<file path="config.mk">
export PLATFORM = sky130hd
export DESIGN_NAME = voice_allocator
export DESIGN_NICKNAME = d
export VERILOG_FILES = /design/src/rtl/synth_pkg.sv /design/src/rtl/voice_allocator_lru_rank.sv /design/src/rtl/voice_allocator.sv
export SDC_FILE = /design/constraint.sdc
export NUM_CORES = 1
export LEC_CHECK = 0
export ABC_AREA = 0
export ABC_CLOCK_PERIOD_IN_PS = 5300
export CAP_MARGIN = 25
export CORE_ASPECT_RATIO = 0.75
export CORE_MARGIN = 3
export CORE_UTILIZATION = 49
export CTS_CLUSTER_DIAMETER = 30
export DETAILED_ROUTE_END_ITERATION = 12
export GPL_TIMING_DRIVEN = 0
export PLACE_DENSITY = 0.83
export SYNTH_ARGS = -nofsm -noshare
export SYNTH_HDL_FRONTEND = slang
export SYNTH_SLANG_ARGS = --single-unit
</file>
<file path="constraint.sdc">
create_clock -name Sys_clk -period 5.3 [get_ports Sys_clk]
set_input_delay 1.59 -clock Sys_clk [delete_from_list [all_inputs] [get_ports Sys_clk]]
set_output_delay 1.59 -clock Sys_clk [all_outputs]
set_load 0.05 [all_outputs]
</file>
<file path="src/rtl/synth_pkg.sv">
// Shared definitions for the synthesizer voice path: datapath widths,
// allocator FSM state encoding and request op encoding.
package synth_pkg;

  localparam int C_REG_WIDTH  = 32;
  localparam int C_NOTE_WIDTH = 7;

  typedef enum logic [1:0] {
    ST_IDLE      = 2'd0,
    ST_LOOKUP    = 2'd1,
    ST_STEAL_GAP = 2'd2,
    ST_ASSIGN    = 2'd3
  } alloc_state_e;

  localparam logic OP_ON  = 1'b1;
  localparam logic OP_OFF = 1'b0;

endpackage

</file>
<file path="src/rtl/voice_allocator_lru_rank.sv">
// Age ranking for the voice allocator: rank 0 is the most recently assigned
// voice, rank C_VOICES-1 the oldest (the steal victim).
module lru_rank #(
  parameter int C_VOICES = 4,
  parameter int IDX_W    = 2
) (
  input  logic                             clk,
  input  logic                             rst_n,
  input  logic                             upd,
  input  logic [IDX_W-1:0]                 tgt,
  output logic [C_VOICES-1:0][IDX_W-1:0]   rank,
  output logic [IDX_W-1:0]                 victim
);
  import synth_pkg::*;

  logic [C_VOICES-1:0][IDX_W-1:0] rank_q, rank_d;

  // Move-to-front: only voices younger than the target age by one step,
  // which keeps the ranks a permutation.
  always_comb begin
    rank_d = rank_q;
    if (upd) begin
      for (int v = 0; v < C_VOICES; v++) begin
        if (v == int'(tgt)) begin
          rank_d[v] = '0;
        end else if (rank_q[v] < rank_q[tgt]) begin
          rank_d[v] = rank_q[v] + 1'b1;
        end
      end
    end
  end

  always_comb begin
    victim = '0;
    for (int v = 0; v < C_VOICES; v++) begin
      if (rank_q[v] == IDX_W'(C_VOICES - 1)) begin
        victim = IDX_W'(v);
      end
    end
  end

  always_ff @(posedge clk) begin
    if (!rst_n) begin
      for (int v = 0; v < C_VOICES; v++) begin
        rank_q[v] <= IDX_W'(v);
      end
    end else begin
      rank_q <= rank_d;
    end
  end

  assign rank = rank_q;

endmodule

</file>
<file path="src/rtl/voice_allocator.sv">
// Polyphonic voice allocator: maps note-on/off requests onto C_VOICES voice
// slices. `define VOICE_STEAL_EN to steal the oldest voice when all are busy;
// otherwise such note-ons are dropped.
module voice_allocator #(
  parameter int C_VOICES     = 4,
  parameter int C_REG_WIDTH  = synth_pkg::C_REG_WIDTH,
  parameter int C_NOTE_WIDTH = synth_pkg::C_NOTE_WIDTH,
  parameter int C_STEAL_LEN  = 16
) (
  input  logic                             Sys_clk,
  input  logic                             Syn_rst_n,
  input  logic                             Req_valid,
  output logic                             Req_ready,
  input  logic                             Req_on,
  input  logic [C_NOTE_WIDTH-1:0]          Req_note,
  input  logic [C_REG_WIDTH-1:0]           Req_freq,
  output logic [C_VOICES*C_REG_WIDTH-1:0]  Voice_freq,
  output logic [C_VOICES*C_NOTE_WIDTH-1:0] Voice_note,
  output logic [C_VOICES-1:0]              Voice_key,
  output logic                             Stolen,
  output logic                             Dropped
);
  import synth_pkg::*;

  localparam int IDX_W = (C_VOICES > 1) ? $clog2(C_VOICES) : 1;

  alloc_state_e                          state_q, state_d;
  logic                                  ready_q, ready_d;
  logic                                  pulse_q, pulse_d;
  logic                                  req_on_q, req_on_d;
  logic [C_NOTE_WIDTH-1:0]               req_note_q, req_note_d;
  logic [C_REG_WIDTH-1:0]                req_freq_q, req_freq_d;
  logic [IDX_W-1:0]                      tgt_q, tgt_d;
  logic [C_VOICES-1:0][C_REG_WIDTH-1:0]  voice_freq_q, voice_freq_d;
  logic [C_VOICES-1:0][C_NOTE_WIDTH-1:0] voice_note_q, voice_note_d;
  logic [C_VOICES-1:0]                   voice_key_q, voice_key_d;

  logic                                  hit, free_found;
  logic [IDX_W-1:0]                      hit_idx, free_idx, free_rank;
  logic [C_VOICES-1:0][IDX_W-1:0]        rank;
  logic [IDX_W-1:0]                      victim_idx;
  logic                                  rank_upd;

`ifdef VOICE_STEAL_EN
  localparam int CNT_W = $clog2(C_STEAL_LEN + 1);
  logic [CNT_W-1:0]                      cnt_q, cnt_d;
`else
  logic                                  unused_victim;
  assign unused_victim = ^victim_idx;
`endif

  lru_rank #(
    .C_VOICES (C_VOICES),
    .IDX_W    (IDX_W)
  ) u_lru_rank (
    .clk    (Sys_clk),
    .rst_n  (Syn_rst_n),
    .upd    (rank_upd),
    .tgt    (tgt_q),
    .rank   (rank),
    .victim (victim_idx)
  );

  // Free voice: highest rank among released voices; strict '>' keeps the
  // lower index on a tie.
  always_comb begin
    hit        = 1'b0;
    hit_idx    = '0;
    free_found = 1'b0;
    free_idx   = '0;
    free_rank  = '0;
    for (int v = 0; v < C_VOICES; v++) begin
      if (!hit && voice_key_q[v] && (voice_note_q[v] == req_note_q)) begin
        hit     = 1'b1;
        hit_idx = IDX_W'(v);
      end
      if (!voice_key_q[v] && (!free_found || (rank[v] > free_rank))) begin
        free_found = 1'b1;
        free_idx   = IDX_W'(v);
        free_rank  = rank[v];
      end
    end
  end

  always_comb begin
    state_d      = state_q;
    ready_d      = ready_q;
    pulse_d      = 1'b0;
    req_on_d     = req_on_q;
    req_note_d   = req_note_q;
    req_freq_d   = req_freq_q;
    tgt_d        = tgt_q;
    voice_freq_d = voice_freq_q;
    voice_note_d = voice_note_q;
    voice_key_d  = voice_key_q;
    rank_upd     = 1'b0;
`ifdef VOICE_STEAL_EN
    cnt_d        = cnt_q;
`endif
    unique case (state_q)
      ST_IDLE: begin
        if (Req_valid && ready_q) begin
          req_on_d   = Req_on;
          req_note_d = Req_note;
          req_freq_d = Req_freq;
          ready_d    = 1'b0;
          state_d    = ST_LOOKUP;
        end
      end
      ST_LOOKUP: begin
        if (req_on_q == OP_OFF) begin
          // Release only the gate; freq and note stay for the release tail.
          if (hit) voice_key_d[hit_idx] = 1'b0;
          ready_d = 1'b1;
          state_d = ST_IDLE;
        end else if (hit) begin
          tgt_d   = hit_idx;
          state_d = ST_ASSIGN;
        end else if (free_found) begin
          tgt_d   = free_idx;
          state_d = ST_ASSIGN;
        end else begin
`ifdef VOICE_STEAL_EN
          tgt_d                   = victim_idx;
          voice_key_d[victim_idx] = 1'b0;
          pulse_d                 = 1'b1;
          cnt_d                   = '0;
          state_d                 = ST_STEAL_GAP;
`else
          pulse_d = 1'b1;
          ready_d = 1'b1;
          state_d = ST_IDLE;
`endif
        end
      end
      ST_STEAL_GAP: begin
`ifdef VOICE_STEAL_EN
        if (cnt_q == CNT_W'(C_STEAL_LEN - 1)) begin
          state_d = ST_ASSIGN;
        end else begin
          cnt_d = cnt_q + 1'b1;
        end
`else
        ready_d = 1'b1;
        state_d = ST_IDLE;
`endif
      end
      ST_ASSIGN: begin
        voice_freq_d[tgt_q] = req_freq_q;
        voice_note_d[tgt_q] = req_note_q;
        voice_key_d[tgt_q]  = 1'b1;
        rank_upd            = 1'b1;
        ready_d             = 1'b1;
        state_d             = ST_IDLE;
      end
      default: begin
        ready_d = 1'b1;
        state_d = ST_IDLE;
      end
    endcase
  end

  always_ff @(posedge Sys_clk) begin
    if (!Syn_rst_n) begin
      state_q      <= ST_IDLE;
      ready_q      <= 1'b1;
      pulse_q      <= 1'b0;
      req_on_q     <= 1'b0;
      req_note_q   <= '0;
      req_freq_q   <= '0;
      tgt_q        <= '0;
      voice_freq_q <= '0;
      voice_note_q <= '0;
      voice_key_q  <= '0;
`ifdef VOICE_STEAL_EN
      cnt_q        <= '0;
`endif
    end else begin
      state_q      <= state_d;
      ready_q      <= ready_d;
      pulse_q      <= pulse_d;
      req_on_q     <= req_on_d;
      req_note_q   <= req_note_d;
      req_freq_q   <= req_freq_d;
      tgt_q        <= tgt_d;
      voice_freq_q <= voice_freq_d;
      voice_note_q <= voice_note_d;
      voice_key_q  <= voice_key_d;
`ifdef VOICE_STEAL_EN
      cnt_q        <= cnt_d;
`endif
    end
  end

  assign Req_ready  = ready_q;
  assign Voice_freq = voice_freq_q;
  assign Voice_note = voice_note_q;
  assign Voice_key  = voice_key_q;

  // One event pulse register serves whichever of Stolen/Dropped is live.
`ifdef VOICE_STEAL_EN
  assign Stolen  = pulse_q;
  assign Dropped = 1'b0;
`else
  assign Stolen  = 1'b0;
  assign Dropped = pulse_q;
`endif

endmodule

</file>
# Word level (Yosys, flattened, before mapping)
# Cells that the tools add are included.
[classes]
add_sub_neg = 4
n_lt_le_gt_ge = 11
eq_ne = 15
n_mux = 54
bitwise = 6
reduce_logical = 42
[ops]
columns = ["op", "count"]
rows = [
  ["$bwmux W128", 1],
  ["$demux W32 S2", 1],
  ["$mux W2", 22],
  ["$mux W32", 1],
  ["$bwmux W28", 1],
  ["$eq A7 B7 Y1", 4],
  ["$mux W1", 18],
  ["$demux W7 S2", 1],
  ["$logic_and A1 B1 Y1", 13],
  ["$reduce_bool A2 Y1", 6],
  ["$reduce_and A2 Y1", 5],
  ["$reduce_and A3 Y1", 3],
  ["$add A2 B1 Y2 const B", 4],
  ["$logic_not A1 Y1", 8],
  ["$lt A2 B2 Y1", 4],
  ["$mux W4", 2],
  ["$pmux W4 S2", 1],
  ["$mux W7", 1],
  ["$gt A2 B2 Y1", 3],
  ["$lt A2 B3 Y1 const B", 2],
  ["$ne A2 B2 Y1 const B", 3],
  ["$ne A3 B3 Y1 const B", 2],
  ["$pmux W2 S3", 1],
  ["$and A4 B4 Y4", 1],
  ["15 further kinds", 24],
]
[totals]
ff_bits = 214
input_bits = 43
output_inout_bits = 163
word_cells = 152

# Depth between registers and ports, before layout
[depth]
word_depth = 24
ltp_mapped = 21
mapped_depth_nobuf = 21

# By module
# Synthesis repeated with hierarchy kept, for this count alone.
[hier_totals]
cells_unflattened = 1074
area_unflattened_um2 = 8956.1
[modules_own_cells]
columns = ["mod", "instances", "cells_per_inst", "area_per_inst_um2", "seq_area_each_um2"]
rows = [
  ["voice_allocator", 1, 992, 8270.4, 4124.0],
  ["lru_rank", 1, 82, 685.7, 160.2],
]

# Worst setup path after synthesis
# OpenSTA, ideal clock, no wires.
[synth_timing]
path_type = "register -> register"
start = "register voice_key_q[0] (netlist: Voice_key[0])"
end = "register tgt_q[0]"
setup_ns = 0.120
t_arrival_ns = 3.972
required_time_ns = 5.180
slack_ns = 1.208
stages_incl_launch_ff = 19
period_less_slack_ns = 4.092
path_cell_list = "dfxtp_1 inv_1 nand2_1 ha_1 nand2_1 o21ai_0 a21oi_1 mux2_2 ha_1 nand2_1 o21ai_0 a21oi_1 mux2_2 ha_1 a21oi_1 a211oi_1 or4_1 nand4_1 mux2i_1"
[synth_between]
elab_chain_cells = 16
word_cells_on_any_way = 42
cone_classes = "order compare: 3; mux: 19; reduce/logical: 20"
[synth_lines]
columns = ["item", "line_no", "rtl"]
rows = [
  ["start: declaration", "voice_allocator.sv:36", "logic [C_VOICES-1:0] voice_key_q, voice_key_d;"],
  ["start signal: assignment", "voice_allocator.sv:188", "voice_key_q <= voice_key_d;"],
  ["branches (longest 16 deep; another with $gt A2 B2 Y1)", "n/a", ""],
  ["end signal: assignment", "voice_allocator.sv:185", "tgt_q <= tgt_d;"],
  ["end: declaration", "voice_allocator.sv:33", "logic [IDX_W-1:0] tgt_q, tgt_d;"],
]
# Several ways; the timed one is not identified. The select of a mux whose other input is x is not followed.
# A chain may end at the register's enable or synchronous reset.

# Worst setup path in the final report
# Ends and elaborated chain as after synthesis.

==> metrics.md <==
| Metric | Value |
|---|---|
| Net Count, Synth | 1105 |
| CORE AREA | 16320 um^2 |
| Status | finished clean |
| Mean area per synthesized cell | 7.883 um^2 |
| DRC violations left | 0 |
| CP Data Required Time | 5660 ps |
| Top-area cell type share of the netlist area | 51.66% |
| Overall routing resource usage | 29.19% |
| Global-route wire length before repair | 43510 um |
| Post-Synthesis Cells | 1052 |
| Post-synthesis register bit count | 214 |
| Worst skew pair latency | 490 ps |
| CTS hold repair buffers | 0 |
| Die Y | 118.7 um |
| Final hold vios | 0 |
| Clk_skew | 7.189 ps |
| Largest net degree at the start of global routing | 12 |
| Yosys Warn Count | 0 |
| Clock Path Buffers | 3 |
| Crit path capture type | register |
| Fraction of layout cells with a size suffix above 1 | 6.454% |
| Max-Cap Viols | 0 |
| Rel. slew slack | 53.21% |
| Final min period | 4375 ps |
| Routed wire length | 27630 um |
| Slowest cell delay on critical path | 540 ps |
| Number of gates resized after cts | 0 |
| Post-synth cell types | 44 |
| Filler cells | 1250 |
| Vias in the first global route | 8255 |
| Pwr/cell area | 343.7 nW/um^2 |
| Starting Density | 50.83% |
| Setup TNS | 0 ps |
| Layout net count | 1346 |
| Critical Path Source Type | register |
| Leading post-synthesis cells by cell area | dfxtp_1 52%, nand2_1 18%, a21oi_1 12% |
| Area of the multi-input gates | 3610 um^2 |
| Max-slew violations | 0 |
| Seq/Total Area, Yosys | 51.66% |
| Post-synth EDFFs | 0 |
| Post-layout util | 71.92% |
| Async set-reset flop share out of synthesis | 0% |
| Die W | 156.2 um |
| Arrival @ worst endpoint | 4740 ps |
| Vias per cell | 5.483 |
| Post-route ant nets | 0 |
| 1st-iter DRT viols | 739 |
| Initial antenna violation count | 0 |
| Fin crit share | 82.54% |
| Total Die Area | 18540 um^2 |
| Crit Path Class | reg -> reg |
| Synth-to-layout area growth | 41.49% |
| Unrepaired setup endpoints after global routing | false |
| Hold WC Path Type | reg -> reg |
| Most common cell in the synthesized netlist | nand2_1 |
| Final HPWL DP | 19490 um |
| Clock sink count | 214 |
| Slowest CP cell | or4_1 |
| Worst path buffer plus inverter count | 1 |
| Ports | 206 |
| Placed cell areas | 10600 um^2 |
| Least-Margin Pin Slew | 701.8 ps |
| # diodes | 0 |
| Leak pwr | 4.023 nW |
| Total CTS buffers | 35 |
| Vias | 8373 |
| CTS tree | yes |
| Num rows | 40 |
| Clock slew at reported path FFs | 50 ps |
| CP cell instances | inv_1, nand2_1, ha_1, nor2b_1, o21ai_0, a21oi_1, mux2_2, ha_1, nand2_1, o21ai_0, a21oi_1, mux2_2, ha_1, a21oi_1, a211oi_1, or4_1, nand4_1, mux2i_1 |
| Gpl congestion | 0.9050 |
| Deepest level of the CTS H-tree | 2 |
| Number of setup violations in the final report | 0 |
| Synth area leader | dfxtp_1 |
| CP Max Fanout | 5 |
| Synth Flop Type | dfxtp_1 |
| FF/Latch Area | 4284 um^2 |
| Post-Syn Area | 8293 um^2 |
| Post-route cell area | 11730 um^2 |
| Remaining Overflow, GRT | 0 |
| Peak VDD IR | 0.1898 mV |
| Synth top cells by count | 407 x nand2_1, 214 x dfxtp_1, 207 x a21oi_1, 57 x clkbuf_1, 21 x xnor2_1 |
| Port bufs | 204 |
| Clock root cell | clkbuf_16 |
| Buffer count from post-CTS setup fixing | 0 |
| Fmax | 228.6 MHz |
| Crit path max-delay family | simple AND/OR/NAND/NOR gates |
| Initial DRT Pass Iterations | 7 |
| DR WL/cell | 18.10 um |
-- per-stage QoR --
stage | setup WS [ps] | power, mW | hold WS, ps | std cells
after floorplan | 1208 | 1.795 | 449.9 | 1052
after global placement | 1230 | 1.879 | 440.4 | 1466
after detailed placement | 1074 | 1.883 | 446.9 | 1466
after CTS | 994.4 | 4.036 | 452.9 | 1527
after global routing | 686.7 | 4.136 | 468.6 | 1527
final | 925.3 | 4.033 | 451.3 | 1527
-- cell type report --
| class | instances | area share (%) |
|---|---|---|
| Tap cell | 210 | 2.239 |
| Buffer | 78 | 3.114 |
| Timing Repair Buffer | 204 | 17.40 |
| Sequential cell | 214 | 36.51 |
| Clock buffer | 50 | 8.733 |
| Clock inverter | 11 | 0.9490 |
| Inverter | 9 | 0.2879 |
| Multi-Input combinational cell | 751 | 30.76 |
-- placed cells by master (no fill, tap or decap), types with 2 or more instances in the layout --
cell	netlist	final
nor2_1	11	11
nand4_1	5	5
mux2i_1	3	3
a311o_1	2	2
o21a_1	4	4
nor4_2	2	2
clkbuf_16	0	37
clkdlybuf4s50_1	0	204
o21ai_0	12	12
mux2_2	2	2
a31oi_1	3	3
xor2_1	7	7
clkinv_2	0	7
nor3_1	8	8
buf_2	13	13
xnor2_1	21	21
nor2b_1	6	6
ha_1	10	10
buf_6	7	7
a221oi_1	2	2
a211oi_1	5	5
nor3b_1	2	2
a21oi_1	207	207
and3_1	4	4
bufinv_16	0	2
nand2_1	407	407
clkbuf_8	0	5
dfxtp_1	214	214
clkbuf_1	57	65
o211ai_1	2	2
and2_1	4	4
nand3_1	7	7
nand4_2	2	2
inv_1	8	8
-- worst min-delay path, stage by stage (launching register included) --
cell and delay, ps:
dfxtp_1 300, nand2_1 50, a21oi_1 50
-- metal layers --
| metal | vias to the layer above | routed length, um | global-route usage (%) |
|---|---|---|---|
| li1 | 3949 | - | - |
| met1 | 3914 | 11690 | 39.62 |
| met2 | 443 | 12400 | 46.11 |
| met3 | 67 | 2910 | 7.467 |
| met4 | 0 | 633 | 8.365 |
| met5 | - | 0 | 0 |
-- cells by family (layout without fill, tap and decap cells) --
family	count (synthesis)	after routing	share of synthesized area, %
flip-flops	214	214	51.66
adder cells (fa/ha/maj)	10	10	1.509
AND/OR/NAND/NOR	465	465	22.78
other	1	1	0.04522
AO/OA/AOI/OAI	241	241	15.33
XOR/XNOR	28	28	2.957
buffers and inverters	87	352	4.813
multiplexers	6	6	0.9052
-- registers in the layout (all words and copies together), names as in the netlist --
signal           flops
Req_ready            1
req_note_q           7
state_q              2
Voice_freq         128
Dropped              1
req_freq_q          32
u_lru_rank.rank      8
Voice_key            4
Voice_note          28
req_on_q             1
tgt_q                2
-- power breakdown --
| group | leakage [nW] | total, mW | internal [mW] | switching [mW] |
|---|---|---|---|---|
| Combinational | 1.73 | 0.190 | 0.0738 | 0.116 |
| Sequential | 1.73 | 1.67 | 1.64 | 0.0317 |
| Clock | 0.561 | 2.18 | 1.43 | 0.742 |
-- path summary, 6_finish.rpt --
check	end	start	depth (start not counted)	slack (ps)
worst max register to register	tgt_q[0]$_SDFFE_PN0P_	Voice_key[0]$_SDFFE_PN0P_	18	930
worst min-delay path	Voice_freq[33]$_SDFFE_PN0P_	Voice_freq[33]$_SDFFE_PN0P_	2	450
worst min register to register	Voice_freq[33]$_SDFFE_PN0P_	Voice_freq[33]$_SDFFE_PN0P_	2	450
worst max-delay path	tgt_q[0]$_SDFFE_PN0P_	Voice_key[0]$_SDFFE_PN0P_	18	930
Note: power is estimated with default switching activity, not from simulation.
